==> src/rtl/flag_hazard_ctrl_pkg.sv <==
// Shared definitions for the flag hazard controller: flag bit positions,
// branch condition codes and the stall FSM encoding.
package flag_hazard_ctrl_pkg;

    // Bit positions inside the {Z,V,N} flag vectors
    localparam int unsigned FLAG_Z = 2;
    localparam int unsigned FLAG_V = 1;
    localparam int unsigned FLAG_N = 0;

    // Conditional branch condition codes
    typedef enum logic [2:0] {
        COND_NE     = 3'b000,
        COND_EQ     = 3'b001,
        COND_GT     = 3'b010,
        COND_LT     = 3'b011,
        COND_GE     = 3'b100,
        COND_LE     = 3'b101,
        COND_OV     = 3'b110,
        COND_UNCOND = 3'b111
    } cond_e;

    // Flag-hazard stall FSM
    typedef enum logic {
        RUN  = 1'b0,
        HOLD = 1'b1
    } state_e;

endpackage

==> src/rtl/flag_hazard_ctrl_if.sv <==
// ID/EX-side signal bundle between the pipeline and the flag hazard controller.
// The pipeline is the master; the controller is the slave.
interface flag_hazard_ctrl_if;

    logic       id_valid;
    logic [2:0] id_flag_wr;
    logic       id_is_br;
    logic [2:0] id_br_cond;
    logic       id_flush;
    logic       stall_ext;

    logic [2:0] flag_we;
    logic       stall_id;
    logic       br_flags_ok;
    logic [2:0] ex_flag_mask;

    modport master (
        output id_valid, id_flag_wr, id_is_br, id_br_cond, id_flush, stall_ext,
        input  flag_we, stall_id, br_flags_ok, ex_flag_mask
    );

    modport slave (
        input  id_valid, id_flag_wr, id_is_br, id_br_cond, id_flush, stall_ext,
        output flag_we, stall_id, br_flags_ok, ex_flag_mask
    );

endinterface

==> src/rtl/flag_hazard_ctrl_cond_need.sv <==
// Combinational decode of a branch condition code to the {Z,V,N} flags it reads.
module flag_cond_need
    import flag_hazard_ctrl_pkg::*;
(
    input  logic [2:0] cond,
    output logic [2:0] need
);

    // Map each condition code onto the flags its evaluation depends on
    always_comb begin
        need = '0;
        unique case (cond_e'(cond))
            COND_NE, COND_EQ: begin
                need[FLAG_Z] = 1'b1;
            end
            COND_GT, COND_GE, COND_LE: begin
                need[FLAG_Z] = 1'b1;
                need[FLAG_N] = 1'b1;
            end
            COND_LT: begin
                need[FLAG_N] = 1'b1;
            end
            COND_OV: begin
                need[FLAG_V] = 1'b1;
            end
            COND_UNCOND: begin
                need = '0;
            end
            default: begin
                need = '0;
            end
        endcase
    end

endmodule

==> src/rtl/flag_hazard_ctrl.sv <==
// Flag hazard controller: tracks the flags the EX instruction will write,
// drives the flag register write enables, stalls ID branches that depend on
// a flag still in flight, and counts those stall cycles (saturating).
module flag_hazard_ctrl
    import flag_hazard_ctrl_pkg::*;
#(
    parameter int unsigned CNT_W = 16
) (
    input  logic             clk,
    input  logic             rst_n,
    flag_hazard_ctrl_if.slave bus,
    input  logic             cnt_clr,
    output logic [CNT_W-1:0] stall_cnt
);

    logic [2:0]       need;
    logic             br_live;
    logic             hazard;
    logic             stall_id;
    logic [2:0]       ex_mask_q;
    logic [2:0]       ex_mask_d;
    logic [CNT_W-1:0] cnt_q;
    logic [CNT_W-1:0] cnt_d;
    state_e           state_q;
    state_e           state_d;

    flag_cond_need u_cond_need (
        .cond (bus.id_br_cond),
        .need (need)
    );

    // Hazard detection and combinational stage outputs
    always_comb begin
        br_live          = bus.id_valid & bus.id_is_br & ~bus.id_flush;
        hazard           = br_live & (|(need & ex_mask_q));
        stall_id         = hazard & ~bus.stall_ext;
        bus.stall_id     = stall_id;
        bus.br_flags_ok  = br_live & ~hazard & ~bus.stall_ext;
        bus.flag_we      = ex_mask_q & {3{~bus.stall_ext}};
        bus.ex_flag_mask = ex_mask_q;
        stall_cnt        = cnt_q;
    end

    // Next EX pending-write mask: freeze holds, stall/flush/empty inject a bubble
    always_comb begin
        ex_mask_d = ex_mask_q;
        if (bus.stall_ext) begin
            ex_mask_d = ex_mask_q;
        end else if (stall_id || bus.id_flush || !bus.id_valid) begin
            ex_mask_d = '0;
        end else begin
            ex_mask_d = bus.id_flag_wr;
        end
    end

    // Next FSM state: one HOLD cycle follows each flag stall
    always_comb begin
        state_d = state_q;
        unique case (state_q)
            RUN: begin
                if (stall_id) begin
                    state_d = HOLD;
                end
            end
            HOLD: begin
                if (!bus.stall_ext) begin
                    state_d = RUN;
                end
            end
            default: begin
                state_d = RUN;
            end
        endcase
    end

    // Next stall counter value: clear wins, increment saturates at all-ones
    always_comb begin
        cnt_d = cnt_q;
        if (cnt_clr) begin
            cnt_d = '0;
        end else if (stall_id && (cnt_q != '1)) begin
            cnt_d = cnt_q + CNT_W'(1);
        end
    end

    // State registers with asynchronous active-low reset
    always_ff @(posedge clk or negedge rst_n) begin
        if (!rst_n) begin
            ex_mask_q <= '0;
            cnt_q     <= '0;
            state_q   <= RUN;
        end else begin
            ex_mask_q <= ex_mask_d;
            cnt_q     <= cnt_d;
            state_q   <= state_d;
        end
    end

    // The bubble inserted on a stall means HOLD can never see another hazard
    hold_no_stall : assert property (
        @(posedge clk) disable iff (!rst_n) (state_q == HOLD) |-> !stall_id
    );

endmodule

==> src/flat_wrapper.sv <==
// flat-port wrapper written by rule: the top's interface ports become plain ports
module flag_hazard_ctrl_flat import flag_hazard_ctrl_pkg::*;
#(
    parameter int unsigned CNT_W = 16
)
  (clk, rst_n, cnt_clr, stall_cnt, bus_id_valid, bus_id_flag_wr, bus_id_is_br, bus_id_br_cond, bus_id_flush, bus_stall_ext, bus_flag_we, bus_stall_id, bus_br_flags_ok, bus_ex_flag_mask);
  flag_hazard_ctrl_if bus_i ();
  input  logic clk;
  input  logic rst_n;
  input  logic cnt_clr;
  output logic [CNT_W-1:0] stall_cnt;
  input wire logic [$bits(bus_i.id_valid)-1:0] bus_id_valid;
  input wire logic [$bits(bus_i.id_flag_wr)-1:0] bus_id_flag_wr;
  input wire logic [$bits(bus_i.id_is_br)-1:0] bus_id_is_br;
  input wire logic [$bits(bus_i.id_br_cond)-1:0] bus_id_br_cond;
  input wire logic [$bits(bus_i.id_flush)-1:0] bus_id_flush;
  input wire logic [$bits(bus_i.stall_ext)-1:0] bus_stall_ext;
  output wire logic [$bits(bus_i.flag_we)-1:0] bus_flag_we;
  output wire logic [$bits(bus_i.stall_id)-1:0] bus_stall_id;
  output wire logic [$bits(bus_i.br_flags_ok)-1:0] bus_br_flags_ok;
  output wire logic [$bits(bus_i.ex_flag_mask)-1:0] bus_ex_flag_mask;
  assign bus_i.id_valid = bus_id_valid;
  assign bus_i.id_flag_wr = bus_id_flag_wr;
  assign bus_i.id_is_br = bus_id_is_br;
  assign bus_i.id_br_cond = bus_id_br_cond;
  assign bus_i.id_flush = bus_id_flush;
  assign bus_i.stall_ext = bus_stall_ext;
  assign bus_flag_we = bus_i.flag_we;
  assign bus_stall_id = bus_i.stall_id;
  assign bus_br_flags_ok = bus_i.br_flags_ok;
  assign bus_ex_flag_mask = bus_i.ex_flag_mask;
  flag_hazard_ctrl #(.CNT_W(CNT_W)) u_core (.clk(clk), .rst_n(rst_n), .bus(bus_i), .cnt_clr(cnt_clr), .stall_cnt(stall_cnt));
endmodule
==> config.mk <==
export PLATFORM = sky130hd
export DESIGN_NAME = flag_hazard_ctrl_flat
export DESIGN_NICKNAME = d
export VERILOG_FILES = /design/src/rtl/flag_hazard_ctrl_pkg.sv /design/src/rtl/flag_hazard_ctrl_if.sv /design/src/rtl/flag_hazard_ctrl_cond_need.sv /design/src/rtl/flag_hazard_ctrl.sv /design/src/flat_wrapper.sv
export SDC_FILE = /design/constraint.sdc
export NUM_CORES = 1
export LEC_CHECK = 0
export BUFFER_PORTS_ARGS = -buffer_cell sky130_fd_sc_hd__buf_2
export CORE_UTILIZATION = 54
export CTS_CLUSTER_DIAMETER = 30
export CTS_CLUSTER_SIZE = 28
export DETAILED_ROUTE_END_ITERATION = 16
export PLACE_DENSITY = 0.81
export SETUP_SLACK_MARGIN = 0.15
export SYNTH_ARGS = -nofsm -noshare
export SYNTH_HDL_FRONTEND = slang
export SYNTH_SLANG_ARGS = --single-unit
==> constraint.sdc <==
create_clock -name clk -period 2.7 [get_ports clk]
set_input_delay 0.27 -clock clk [delete_from_list [all_inputs] [get_ports clk]]
set_output_delay 0.27 -clock clk [all_outputs]
set_load 0.03 [all_outputs]
## After elaboration in Yosys (flattened, before gate mapping)

Index checks and enable logic that the tools add are counted.

| cells by class | value |
|---|---|
| add/sub/neg operators | 1 |
| multiply operators | 0 |
| div/mod/pow operators | 0 |
| magnitude comparators | 0 |
| eq/ne operators | 7 |
| shift-type cells | 0 |
| mux-type cells | 6 |
| bitwise logic cells | 11 |
| reductions and logical operators | 9 |

Operators by type and width:

| operator | count |
|---|---|
| $mux 16 | 2 |
| $add 16x1->16 const B | 1 |
| $ne 16x16->1 const B | 1 |
| $eq 3x3->1 const B | 3 |
| $and 1x1->1 | 6 |
| $and 3x3->3 | 2 |
| $eq 3x2->1 const B | 2 |
| $reduce_or 5->1 | 1 |
| $reduce_or 4->1 | 1 |
| $eq 3x1->1 const B | 1 |
| $logic_not 3->1 | 1 |
| $mux 1 | 3 |
| $mux 3 | 1 |
| $not 1->1 | 3 |
| $reduce_or 3->1 | 1 |
| $logic_or 1x1->1 | 2 |
| $reduce_bool 2->1 | 1 |
| $logic_and 1x1->1 | 1 |
| $logic_not 1->1 | 1 |

| storage, ports and cells | value |
|---|---|
| register bits | 19 |
| bits in latches | 0 |
| bits in writable memories | 0 |
| memory bits (read-only) | 0 |
| input bits | 13 |
| output and inout bits | 24 |
| logic and storage cells | 36 |
| memories | 0 |

## Logic depth before layout (Yosys ltp)

| logic depth | value |
|---|---|
| depth after elaboration | 10 |
| mapped depth | 7 |
| gate-level depth less buffers | 6 |

## Cells and area by module

Synthesis repeated with hierarchy kept, for this count alone.

| unflattened totals | value |
|---|---|
| cell total of the unflattened synthesis | 108 |
| area, all modules | 1086.0 um^2 |

Modules (own cells, without submodules):

| module | times used | cells each | area an instance (um^2) | sequential area each (um^2) |
|---|---|---|---|---|
| flag_hazard_ctrl | 1 | 105 | 1062.3 | 475.5 |
| flag_cond_need | 1 | 3 | 23.8 | 0.0 |

## Worst setup path before layout

Ideal clock, no wire load.

| timing path | value |
|---|---|
| path type | register -> register |
| start point | register u_core.ex_mask_q[1], in the netlist u_core.bus.ex_flag_mask[1] |
| end point | register u_core.cnt_q[6], in the netlist u_core.stall_cnt[6] |
| setup time | 128 ps |
| data arrival time | 1752 ps |
| data required time | 2572 ps |
| slack | 820 ps |
| cell stages (with the launch flop) | 7 |
| buffers on the path | 1 |
| period minus slack after synthesis | 1880 ps |
| cell sequence | dfrtp_1 nand2b_1 a22oi_2 o211ai_4 buf_6 nor4_1 mux2_1 |

| between the ends | value |
|---|---|
| longest elaborated chain between the ends | 6 |

Ends and longest elaborated chain:

| element | RTL line | RTL |
|---|---|---|
| start: declaration | flag_hazard_ctrl.sv:20 | `logic [2:0] ex_mask_q;` |
| start signal: assignment | flag_hazard_ctrl.sv:93 | `ex_mask_q <= ex_mask_d;` |
| $and 3x3->3 | flag_hazard_ctrl.sv:35 | `hazard = br_live & (\|(need & ex_mask_q));` |
| $reduce_or 3->1 | flag_hazard_ctrl.sv:35 |  |
| $and 1x1->1 | flag_hazard_ctrl.sv:35 |  |
| $and 1x1->1 | flag_hazard_ctrl.sv:36 | `stall_id = hazard & ~bus.stall_ext;` |
| $logic_and 1x1->1 | flag_hazard_ctrl.sv:81 | `end else if (stall_id && (cnt_q != '1)) begin` |
| $reduce_bool 2->1 (no source line) | -- |  |
| end signal: assignment | flag_hazard_ctrl.sv:94 | `cnt_q <= cnt_d;` |
| end: declaration | flag_hazard_ctrl.sv:22 | `logic [CNT_W-1:0] cnt_q;` |

Every way passes these cells.
A chain may end at the register's enable or synchronous reset.

## Worst setup path after layout

| timing path | value |
|---|---|
| start point | register u_core.ex_mask_q[0], in the netlist u_core.bus.ex_flag_mask[0] |
| end point | output port bus_stall_id |

| between the ends | value |
|---|---|
| longest elaborated chain between the ends | 4 |

Ends and longest elaborated chain:

| element | RTL line | RTL |
|---|---|---|
| $and 3x3->3 | flag_hazard_ctrl.sv:35 |  |
| $reduce_or 3->1 | flag_hazard_ctrl.sv:35 |  |
| $and 1x1->1 | flag_hazard_ctrl.sv:35 |  |
| $and 1x1->1 | flag_hazard_ctrl.sv:36 |  |
| end: declaration | flat_wrapper.sv:19 | `output wire logic [$bits(bus_i.stall_id)-1:0] bus_stall_id;` |

Every way passes these cells.

==> flow_summary_export.csv <==
group,metric,value,unit
synth,synth-seq-cells,19,
pwr,power_leakage,0.6375,nW
cts,tritoncts_num_sinks,19,
worst_setup_path,timing.critical_path.cells,"nor2_2 > a22oi_2 > o211ai_4 > inv_2 > buf_2",
routing,met3_wl,128,um
synth,synth.lib_cells_used.distinct,43,
routing,dr_total_vias,1168,
die,initial_utilization,59.38,%
worst_setup_path,cp.buffers_inverters,2,
sta,layout_min_cycle_time,2.160,ns
sta,final_hold_violation_count,0,
sta,report.final.setup_viol,0,
worst_setup_path,worstPathMaxFanout,27,
die,die_area,0.002439,sq mm
die,num_rows,16,
routing,wirelength,2708,um
synth,synth_area_per_cell,9.622,sq um
sta,fin_worst_skew,0.007500,ns
grt,grt_max_degree,28,
worst_setup_path,worst_path_max_delay_cell,"sky130_fd_sc_hd__o211ai_4",
routing,routed_met1_length,1269,um
worst_setup_path,critical_path.max_stage_delay,0.52,ns
placed_design,dp.cells,183,
cts,cts.repair_timing.setup_buffer_count,0,
routing,routed.top_layer,"met4",
routing,route.met2.wl,1266,um
synth,synth.yosys.warnings,0,
finish,nets,176,
worst_setup_path,critPathKind,"reg -> out",
cts,cts_max_path_bufs,2,
die,io_pins,37,
die,core_area,0.002042,sq mm
sta,timing_max_transition_violations_final,0,
pwr,cellPowerDensity,352.1,mW/mm^2
finish,num_antenna_cells,0,
finish,syn_to_final_growth,17.13,%
synth,postSynthCellCount,126,
cts,ctsHtreeMaxLevel,1,
worst_hold_path,hold_path_endpoint,"u_core.bus.ex_flag_mask[1]",
sta,max_freq,463.0,MHz
grt,track_usage,24.67,%
worst_hold_path,min_delay_path_depth,3,
grt,first_global_vias,1013,
placed_design,preCtsSetupSlack,0.7813,ns
placed_design,place.port_buffers,36,
cts,ctsRootBufferMaster,"sky130_fd_sc_hd__clkbuf_4",
routing,average_vias_per_placed_instance,6.213,
synth,async_reset_ff_share,100.0,%
worst_setup_path,critical_path.reg2reg.startpoint,"u_core.stall_cnt[3]",
sta,setup_ws,0.5399,ns
worst_setup_path,capturing_element_type_of_the_critical_path,"primary output",
worst_setup_path,critPathLaunchType,"flop",
finish,layout.cells.most_common,"sky130_fd_sc_hd__buf_2",
grt,global_route_wire_length_before_repair,4554,um
placed_design,dpl-instance-area,0.001384,sq mm
synth,yosys_most_used_dff,"sky130_fd_sc_hd__dfrtp_1",
pwr,power.ir.vdd_worst,319.3,uV
routing,drtIter0Drc,33,
sta,rsz0062_at_grt,"false",
finish,most_frequent_cells_in_the_layout,"sky130_fd_sc_hd__buf_2 (36), sky130_fd_sc_hd__dfrtp_1 (19), sky130_fd_sc_hd__a21oi_1 (14)",
placed_design,finalWeightedCongestion,0.7729,
sta,totalNegativeSetupSlack,0,ns
sta,tightestPinTransition,0.6181,ns
routing,antenna_left,0,
worst_setup_path,critical_path.reg2reg.endpoint,"u_core.stall_cnt[11]",
die,die_w,49.39,um
routing,detail_route.drc_violations,0,
synth,synth_area,0.001212,sq mm
synth,yosysSeqAreaShare,39.22,%
finish,post_layout_nonfiller_instances,188,
synth,mappedNetlistNets,140,
worst_setup_path,timing.reg2reg.worst_path_depth,6,
finish,fin_area,0.001420,sq mm
cts,tritoncts.num_buffers,3,
finish,post_route_cells_drive_above_1_share,29.81,%
cts,clk_latency,0.31,ns
cts,tritoncts,"yes",
worst_setup_path,setup.reg_to_reg.worst_slack,0.75,ns
run,count_of_max_cap_constraint_violations,0,
worst_hold_path,class_of_the_most_critical_hold_timing_path,"in -> reg",
sta,timing.final.crit_share,80.00,%
placed_design,detailedPlacementHpwl,1937,um
synth,post_synth_edffs,0,
sta,hold_slack,0.2990,ns
grt,antenna_found_initial,0,
worst_setup_path,cp.required,2.43,ns
routing,wl_per_cell,14.40,um
cts,clkSlewWorstSetupHoldPaths,0.10,ns
grt,grt_remaining_overflow,0,
routing,drt-pass1-iter-count,4,
worst_setup_path,worst-endpoint-arrival,1.89,ns
outcome,outcome,"completed",
worst_setup_path,critical_path.top_delay_family,"compound AO/OA/AOI/OAI gates",
die,die_boundary_height,49.39,um
sta,worst_slew_margin_rel,58.60,%
worst_hold_path,worstHoldStart,"bus_id_flag_wr[1]",
[metal layers]
layer	up-vias	global-route usage, %
li1	568	-
met1	557	33.66
met2	38	37.44
met3	5	4.361
met4	0	12.38
met5	-	0
[per-stage QoR]
step / power, mW / utilization [%]
2_1_floorplan: 0.3337 / -
3_3_place_gp: 0.3543 / 67.77
4_1_cts: 0.5043 / 69.55
6_report: 0.5000 / 69.55
3_5_place_dp: 0.3566 / 67.77
5_1_grt: 0.5221 / 69.55
[layout make-up]
class / instances / area (sq um)
fillers: 170 / 621.8
clock buffers: 4 / 26.28
repair buffers: 38 / 197.7
flip-flops and latches: 19 / 475.5
inverters: 4 / 15.01
multi-input cells: 96 / 671.9
well taps: 27 / 33.78
[cells in the mapped netlist, drive strengths merged, types with 2 or more instances]
master / number / area [sq um]
nand4: 5 / 31.28
nor2: 5 / 21.27
buf: 6 / 46.28
nor2b: 5 / 31.28
dfrtp: 19 / 475.5
nand2b: 5 / 31.28
a22o: 3 / 26.28
nand2: 5 / 18.77
or4: 10 / 75.07
a21oi: 14 / 70.07
o21ai: 2 / 10.01
nor3: 2 / 21.27
inv: 4 / 15.01
o31ai: 10 / 75.07
nor4: 2 / 12.51
nand3: 7 / 35.03
nor3b: 3 / 27.52
[tightest hold or removal path, delay by kind of cell]
kind | cells | cell delay [ns]
AOI/OAI and AO/OA | 1 | 0.12
buffers and inverters | 1 | 0.07
and+or+nand+nor | 1 | 0.11
[how the worst max path moves through the flow]
stage	to	slack (ns)	depth (start not counted)	from
2_1_floorplan	u_core.stall_cnt[6]	0.82	6	u_core.bus.ex_flag_mask[1]
3_3_place_gp	u_core.stall_cnt[6]	0.87	6	bus_id_br_cond[0]
3_5_place_dp	u_core.stall_cnt[6]	0.78	6	bus_id_br_cond[0]
4_1_cts	bus_stall_id	0.53	5	u_core.bus.ex_flag_mask[0]
5_1_grt	bus_stall_id	0.35	5	u_core.bus.ex_flag_mask[0]
6_report	bus_stall_id	0.54	5	u_core.bus.ex_flag_mask[0]
[kinds of logic after synthesis]
group                      after synthesis  synth area share [%]
muxes                                    2                 1.754
AOI/OAI and AO/OA                       38                 22.91
adders and majority gates                1                 1.032
DFF                                     19                 39.22
and+or+nand+nor                         55                 29.72
buffers and inverters                   11                 5.365
[what timing repair did]
| item | 4_1_cts | 5_1_grt |
|---|---|---|
| hold buffers | 1 | 0 |
| gates resized for setup | 0 | 0 |
| endpoints found under the hold margin | 19 | 0 |
[flip-flops by register name, summed over array words and instances, names as in the netlist]
signal and flops:
u_core.stall_cnt 16, u_core.bus.ex_flag_mask 3
[where the power goes]
| group | leakage [nW] | internal [mW] | switching, mW |
|---|---|---|---|
| Clock | 0.0150 | 0.0577 | 0.0904 |
| Sequential | 0.264 | 0.287 | 0.00355 |
| Combinational | 0.358 | 0.0226 | 0.0386 |
| Total | 0.637 | 0.368 | 0.133 |
No activity file was read; power rests on OpenSTA's default activity.
